File: src/rtl/dmem_router_pkg.sv
// Shared types and sizing for the data-memory router and its response pipeline.
package dmem_router_pkg;

  localparam int unsigned TAG_W    = 4;
  localparam int unsigned MAX_NSLV = 8;
  localparam int unsigned MAX_RLAT = 4;
  localparam int unsigned IDX_W    = 3;
  localparam int unsigned ADDR_W   = 32;
  localparam int unsigned DATA_W   = 32;
  localparam int unsigned STRB_W   = 4;

  typedef struct packed {
    logic             valid;
    logic             mapped;
    logic [IDX_W-1:0] idx;
  } rsp_entry_t;

endpackage

File: src/rtl/dmem_rsp_pipe.sv
// Fixed-latency shift pipeline remembering which slave owes each accepted read.
module dmem_rsp_pipe
  import dmem_router_pkg::*;
#(
  parameter int unsigned RLAT = 1
) (
  input  logic       clk,
  input  logic       resetb,
  input  rsp_entry_t push,
  output rsp_entry_t head
);

  rsp_entry_t stage [RLAT];

  always_ff @(posedge clk) begin
    if (resetb) begin
      for (int unsigned i = 0; i < RLAT; i++) begin
        stage[i] <= '0;
      end
    end else begin
      stage[0] <= push;
      for (int unsigned i = 1; i < RLAT; i++) begin
        stage[i] <= stage[i-1];
      end
    end
  end

  assign head = stage[RLAT-1];

endmodule

File: src/rtl/dmem_router.sv
// Address-tag router from one master to NSLV slaves with fixed-latency read return
// and a sticky record of the first unmapped access.
module dmem_router
  import dmem_router_pkg::*;
#(
  parameter int unsigned            NSLV    = 2,
  parameter logic [NSLV*TAG_W-1:0]  SLV_TAG = {4'h2, 4'h0},
  parameter int unsigned            RLAT    = 1
) (
  input  logic                     clk,
  input  logic                     resetb,
  input  logic                     m_wready,
  output logic                     m_wvalid,
  input  logic [ADDR_W-1:0]        m_waddr,
  input  logic [DATA_W-1:0]        m_wdata,
  input  logic [STRB_W-1:0]        m_wstrb,
  input  logic                     m_rready,
  output logic                     m_rvalid,
  input  logic [ADDR_W-1:0]        m_raddr,
  output logic                     m_rresp,
  output logic [DATA_W-1:0]        m_rdata,
  output logic [NSLV-1:0]          s_wready,
  input  logic [NSLV-1:0]          s_wvalid,
  output logic [ADDR_W-1:0]        s_waddr,
  output logic [DATA_W-1:0]        s_wdata,
  output logic [STRB_W-1:0]        s_wstrb,
  output logic [NSLV-1:0]          s_rready,
  input  logic [NSLV-1:0]          s_rvalid,
  output logic [ADDR_W-1:0]        s_raddr,
  input  logic [NSLV-1:0]          s_rresp,
  input  logic [NSLV*DATA_W-1:0]   s_rdata,
  output logic                     bus_err,
  output logic [ADDR_W-1:0]        err_addr
);

  logic             w_hit;
  logic             r_hit;
  logic [IDX_W-1:0] w_idx;
  logic [IDX_W-1:0] r_idx;
  logic             w_unmapped;
  logic             r_unmapped;
  rsp_entry_t       push;
  rsp_entry_t       head;

  // Walk from the top index down so that duplicate tags resolve to the lowest slave.
  always_comb begin
    w_hit = 1'b0;
    r_hit = 1'b0;
    w_idx = '0;
    r_idx = '0;
    for (int i = int'(NSLV) - 1; i >= 0; i--) begin
      if (SLV_TAG[i*TAG_W +: TAG_W] == m_waddr[ADDR_W-1 -: TAG_W]) begin
        w_hit = 1'b1;
        w_idx = IDX_W'(i);
      end
      if (SLV_TAG[i*TAG_W +: TAG_W] == m_raddr[ADDR_W-1 -: TAG_W]) begin
        r_hit = 1'b1;
        r_idx = IDX_W'(i);
      end
    end
  end

  // Unmapped requests are accepted by the router itself.
  always_comb begin
    s_wready = '0;
    s_rready = '0;
    m_wvalid = m_wready;
    m_rvalid = m_rready;
    for (int unsigned i = 0; i < NSLV; i++) begin
      if (w_hit && (w_idx == IDX_W'(i))) begin
        s_wready[i] = m_wready;
        m_wvalid    = m_wready && s_wvalid[i];
      end
      if (r_hit && (r_idx == IDX_W'(i))) begin
        s_rready[i] = m_rready;
        m_rvalid    = m_rready && s_rvalid[i];
      end
    end
  end

  assign s_waddr = m_waddr;
  assign s_wdata = m_wdata;
  assign s_wstrb = m_wstrb;
  assign s_raddr = m_raddr;

  assign w_unmapped  = m_wready && !w_hit;
  assign r_unmapped  = m_rready && !r_hit;
  assign push.valid  = m_rready && m_rvalid;
  assign push.mapped = r_hit;
  assign push.idx    = r_idx;

  dmem_rsp_pipe #(
    .RLAT (RLAT)
  ) u_rsp_pipe (
    .clk    (clk),
    .resetb (resetb),
    .push   (push),
    .head   (head)
  );

  // Return mux; responses are suppressed while reset is held.
  always_comb begin
    m_rdata = '0;
    m_rresp = 1'b1;
    if (!resetb && head.valid) begin
      m_rresp = 1'b0;
      if (head.mapped) begin
        for (int unsigned i = 0; i < NSLV; i++) begin
          if (head.idx == IDX_W'(i)) begin
            m_rdata = s_rdata[i*DATA_W +: DATA_W];
            m_rresp = s_rresp[i];
          end
        end
      end
    end
  end

  // First unmapped access wins; the write address takes priority within a cycle.
  always_ff @(posedge clk) begin
    if (resetb) begin
      bus_err  <= 1'b0;
      err_addr <= '0;
    end else if (!bus_err && (w_unmapped || r_unmapped)) begin
      bus_err  <= 1'b1;
      err_addr <= w_unmapped ? m_waddr : m_raddr;
    end
  end

endmodule

File: config.mk
export PLATFORM = sky130hd
export DESIGN_NAME = dmem_router
export DESIGN_NICKNAME = d
export VERILOG_FILES = /design/src/rtl/dmem_router_pkg.sv /design/src/rtl/dmem_rsp_pipe.sv /design/src/rtl/dmem_router.sv
export SDC_FILE = /design/constraint.sdc
export NUM_CORES = 1
export LEC_CHECK = 0
export CAP_MARGIN = 25
export CORE_AREA = 2 2 133 135
export DETAILED_ROUTE_END_ITERATION = 10
export DIE_AREA = 0 0 135 137
export PLACE_DENSITY = 0.6
export SLEW_MARGIN = 20
export SYNTH_ARGS = -nofsm -noshare
export SYNTH_HDL_FRONTEND = slang
export SYNTH_HIERARCHICAL = 1
export SYNTH_SLANG_ARGS = --single-unit
export TNS_END_PERCENT = 30
File: constraint.sdc
create_clock -name clk -period 5.2 [get_ports clk]
set_clock_uncertainty 0.05 [all_clocks]
set_input_delay 1.56 -clock clk [delete_from_list [all_inputs] [get_ports clk]]
set_output_delay 1.56 -clock clk [all_outputs]
set_load 0.01 [all_outputs]
======== After elaboration in Yosys (flattened, before gate mapping) ========
Memory sizes are Yosys's and may differ from the RTL's.
Cells that the tools add are included.
word-level totals
  register bits ........................... 33
  bits in latches ......................... 0
  RAM bits ................................ 5
  memory bits (read-only) ................. 0
  input bits .............................. 174
  output and inout bits ................... 172
  word-level logic and storage cells ...... 62
  memories kept ........................... 1
operators by class
  add/subtract/negate cells ............... 0
  $mul .................................... 0
  divide/modulo/power cells ............... 0
  order comparisons ....................... 0
  eq/ne operators ......................... 5
  shift operators ......................... 0
  muxes and demuxes ....................... 30
  bitwise operators ....................... 0
  reductions and logical operators ........ 24
memories
  name              depth  width  read ports  clocked after memory_dff  write ports  line                 source
  u_rsp_pipe.stage  1      5      1           0                         1            dmem_rsp_pipe.sv:13  rsp_entry_t stage [RLAT];
operators by type and width
  kind                                           number
  two-way mux 32 bit                             5
  two-way mux 1 bit                              22
  logical AND 1 bit                              13
  == test 3 x 1 -> 1 bit, second input constant  3
  logical NOT 3 bit                              3
  == test 2 x 4 -> 1 bit, first input constant   2
  logical NOT 4 bit                              2
  two-way mux 3 bit                              2
  two-way mux 5 bit                              1
  OR reduction 5 bit                             1
  logical NOT 1 bit                              4
  logical OR 1 bit                               1

======== Logic depth before layout (Yosys ltp) ========
Gate-level depths: netlist of run 1.
  word-level depth ........................ 9
  depth in mapped cells ................... 6
  gate-level depth less buffers ........... 4

======== Hierarchy ========
Netlist of run 1, hierarchy kept.
modules (own cells, without submodules)
  module         times used  cells an instance  area each (sq um)
  dmem_router    1           360                3,130.5
  dmem_rsp_pipe  1           10                 131.4

======== Worst setup path after synthesis of run 1 ========
No wires, ideal clock.
  kind .................................... input-to-output
  start ................................... in m_raddr[30]
  end ..................................... out s_rready[0]
  arrival ................................. 2.616 ns
  slack ................................... 0.974 ns
  stages .................................. 4
  path buffers ............................ 2
  cell sequence ........................... or3_1 buf_2 buf_1 nor3b_1
between the ends
  longest elaborated chain between the ends .. 6
  elaborated cells on any way between the ends .. 9
RTL lines
  what                    line               source
  start, declared         dmem_router.sv:19  input logic [ADDR_W-1:0] m_raddr,
  == test 2 x 4 -> 1 bit  dmem_router.sv:56  if (SLV_TAG[i*TAG_W +: TAG_W] == m_raddr[ADDR_W-1 -: TAG_W]) begin
  two-way mux 1 bit       dmem_router.sv:56
  two-way mux 3 bit       dmem_router.sv:56
  logical NOT 3 bit       dmem_router.sv:74  if (r_hit && (r_idx == IDX_W'(i))) begin
  logical AND 1 bit *     dmem_router.sv:74
  two-way mux 1 bit *     dmem_router.sv:74
  end, declared           dmem_router.sv:27  output logic [NSLV-1:0] s_rready,
Every way passes the cells marked *; elsewhere a longest branch is shown, timed or not.

==> results of run 1 <==
==> logic make-up (layout without fill, tap and decap cells) <==
kind of cell,count (synthesis),in the layout
muxes,31,31
AOI/OAI and AO/OA,111,111
buffers and inverters,139,298
DFF,38,38
and+or+nand+nor,50,50
other,1,2
==> report_power, final <==
part	internal [mW]	switching, mW	total [mW]
registers	0.320	0.0165	0.337
clock network	0.190	0.123	0.314
logic	0.252	0.177	0.429
==> registers in the layout, indices dropped and copies added (netlist names) <==
register and cells:
err_addr 32, u_rsp_pipe/stage 5, bus_err 1
==> layout make-up <==
class	instances	area share (%)
inverter	3	0.199
multi-input combinational	194	28.6
clock buffer	7	2.53
sequential	38	13.5
clock inverter	1	0.0886
tap	225	4.98
timing repair buffer	287	50.2
==> path summary, 6_finish.rpt <==
| path | from | end | slack, ns |
|---|---|---|---|
| max | m_raddr[30] | s_rready[1] | 0.23 |
| min reg2reg | err_addr[13] | err_addr[13] | 0.54 |
| min | err_addr[13] | err_addr[13] | 0.54 |
| max reg2reg | bus_err | err_addr[15] | 3.41 |
==> Yosys cell counts <==
| library cell | count | share of area (%) |
|---|---|---|
| a211oi_2 | 30 | 12 |
| a221oi_1 | 32 | 8.6 |
| buf_1 | 4 | 0.46 |
| and2_1 | 1 | 0.19 |
| or3_1 | 2 | 0.38 |
| inv_1 | 3 | 0.35 |
| nand2_1 | 1 | 0.11 |
| buf_6 | 3 | 1.0 |
| and3_1 | 2 | 0.38 |
| buf_4 | 100 | 23 |
| a22oi_1 | 36 | 8.3 |
| a21oi_1 | 2 | 0.31 |
| clkbuf_1 | 20 | 2.3 |
| nor2_1 | 32 | 3.7 |
| nor3b_1 | 3 | 0.69 |
| o31ai_2 | 1 | 0.38 |
| mux2i_1 | 31 | 9.5 |
| a22o_4 | 1 | 0.54 |
| nor3_1 | 1 | 0.15 |
| buf_2 | 9 | 1.4 |
| a21boi_0 | 3 | 0.69 |
| a211oi_1 | 2 | 0.46 |
| conb_1 | 1 | 0.11 |
| dfxtp_1 | 38 | 23 |
| nor2b_1 | 8 | 1.5 |
| o21ai_0 | 4 | 0.61 |
==> routing by layer <==
layer / vias to the layer above / track usage, % / part of all wire, %
li1: 1588 / - / -
met1: 1574 / 14.3 / 37
met2: 186 / 27.0 / 53
met3: 14 / 3.96 / 8.7
met4: 0 / 3.36 / 1.5
met5: - / 0 / 0
==> metrics by stage <==
| stage | cells | area (µm²) | util, % | power, mW |
|---|---|---|---|---|
| floorplan | 371 | 3270 | - | 0.577 |
| global placement | 746 | 5490 | 32.2 | 0.769 |
| detailed placement | 746 | 5490 | 32.2 | 0.774 |
| CTS | 754 | 5630 | 33.0 | 1.10 |
| global route | 755 | 5650 | 33.1 | 1.13 |
| finish | 755 | 5650 | 33.1 | 1.08 |
==> tightest hold or removal path: stages, from the launching register on <==
cell and delay (ns):
dfxtp_1 0.32, a221oi_1 0.06, a211oi_2 0.17
==> results.py, run 1 <==
metrics = {
    "run_status": {
        "outcome": "completed",
    },
    "synth": {
        "ys_warn_count": 6,
        "synthXorXnorAreaFrac_pct": 0,
        "syn_avg_cell_area_um2": 8.82,
        "muxShareOfSynthArea_pct": 9.51,
        "synthSimpleGateAreaFrac_pct": 7.13,
        "synth_top_family_by_area": "compound AO/OA/AOI/OAI gates",
        "yosysUniqueCellTypes": 26,
        "synthCells": 370,
        "ys_seq_area_share_pct": 23.3,
        "synth_area_mm2": 0.00326,
        "ys_ff_latch": 38,
        "synth-compound-area-share_pct": 31.4,
        "synth_fa_ha_area_share_pct": 0,
    },
    "route": {
        "wirelength_um": 13800,
        "wl_per_cell_um": 18.3,
        "postRouteAntennaNets": 0,
        "first_iter_violations": 130,
        "firstDrtPassIters": 4,
        "viasPerCell": 4.45,
        "num_vias": 3362,
        "drc": 0,
    },
    "clocking": {
        "clockRootBuffer": "clkbuf_16",
        "clkSinkCount": 38,
        "cts_tree": "yes",
        "clk_latency_ns": 0.28,
        "ctsHoldBuffers": 0,
        "ctsResizeCount": 0,
        "cts_buffer_depth": 2,
        "cts_inserted_buffers": 5,
        "postCtsSetupBuffers": 0,
        "htree_num_levels": 2,
        "path_clk_slew_ns": 0.06,
    },
    "power": {
        "ir_drop_mv": 0.100,
        "leakage_nw": 2.01,
        "powerDensity_mw_per_mm2": 191,
    },
    "sta": {
        "min_period_ns": 4.97,
        "slew_headroom_pct": 51.2,
        "timing.final.ws_setup_ns": 0.233,
        "timing.fmax_mhz": 201,
        "worst_pin_slew_ns": 0.731,
        "setup_viol": 0,
        "min_period_over_period_pct": 95.5,
        "hold_viol_final": 0,
        "slew_viol_final": 0,
        "finalSetupTns_ns": 0,
        "fin_hold_ws_ns": 0.540,
        "rsz0062_at_grt": "no",
    },
    "setup_path": {
        "crit_chain": "clkdlybuf4s50_1 > or3_1 > inv_1 > and3_1 > clkdlybuf4s50_1",
        "critPathLaunchType": "input port",
        "cp_top_family": "buffers and inverters",
        "critPathMostFrequentCell": "clkdlybuf4s50_1",
        "worstPathRequired_ns": 3.59,
        "worst_path_max_delay_cell": "clkdlybuf4s50_1",
        "cp.arrival_ns": 3.36,
        "cpPeakStageDelay_ns": 0.54,
        "crit_cells": 5,
        "end_kind": "output port",
        "crit_fanout": 5,
        "critPathKind": "in2out",
        "cp_num_buf_inv": 3,
        "rr_worst_depth": 3,
    },
    "die": {
        "io_pins": 346,
        "die-area_mm2": 0.0185,
        "chipHeight_um": 137,
        "start_util_pct": 19.1,
        "rows": 48,
        "design.core.area_mm2": 0.0171,
        "die_w_um": 135,
    },
    "placement": {
        "place_ws_ns": 0.219,
        "dp_hpwl_um": 10700,
        "port_buffers": 273,
        "routabilityCongestion": 0.749,
    },
    "global_routing": {
        "grt_usage_pct": 13.8,
        "grt_pass1_vias": 3403,
        "grt_pass1_wl_um": 19600,
        "grt_max_degree": 39,
        "antenna_found_initial": 0,
        "overflow": 0,
    },
    "hold_path": {
        "hold_path_depth": 2,
        "hold_class": "reg2reg",
    },
    "cells_and_area": {
        "seqCellArea_um2": 761,
        "drive_gt1_share_pct": 10.9,
        "syn_to_final_growth_pct": 73.1,
        "diodes": 0,
        "multiInputGateArea_mm2": 0.00161,
        "final_cell_mix": "272 x clkdlybuf4s50_1, 38 x dfxtp_1, 36 x a22oi_1",
        "nNetsFinal": 703,
        "nFillCells": 1722,
        "final_common_cell": "clkdlybuf4s50_1",
    },
    "flow_run": {
        "maxCapViolations": 0,
    },
}
Power figures use the tool's default switching activity.
==> inputs of run 2 (changes only) <==
- CTS_CLUSTER_DIAMETER: default -> 150
==> results of run 2 <==
The final DEF is identical to that of run 1; final timing and power are the same.
==> inputs of run 3 (changes only) <==
- CTS_CLUSTER_SIZE: default -> 20
==> results of run 3 <==
The final DEF is identical to that of run 1; final timing and power are the same.
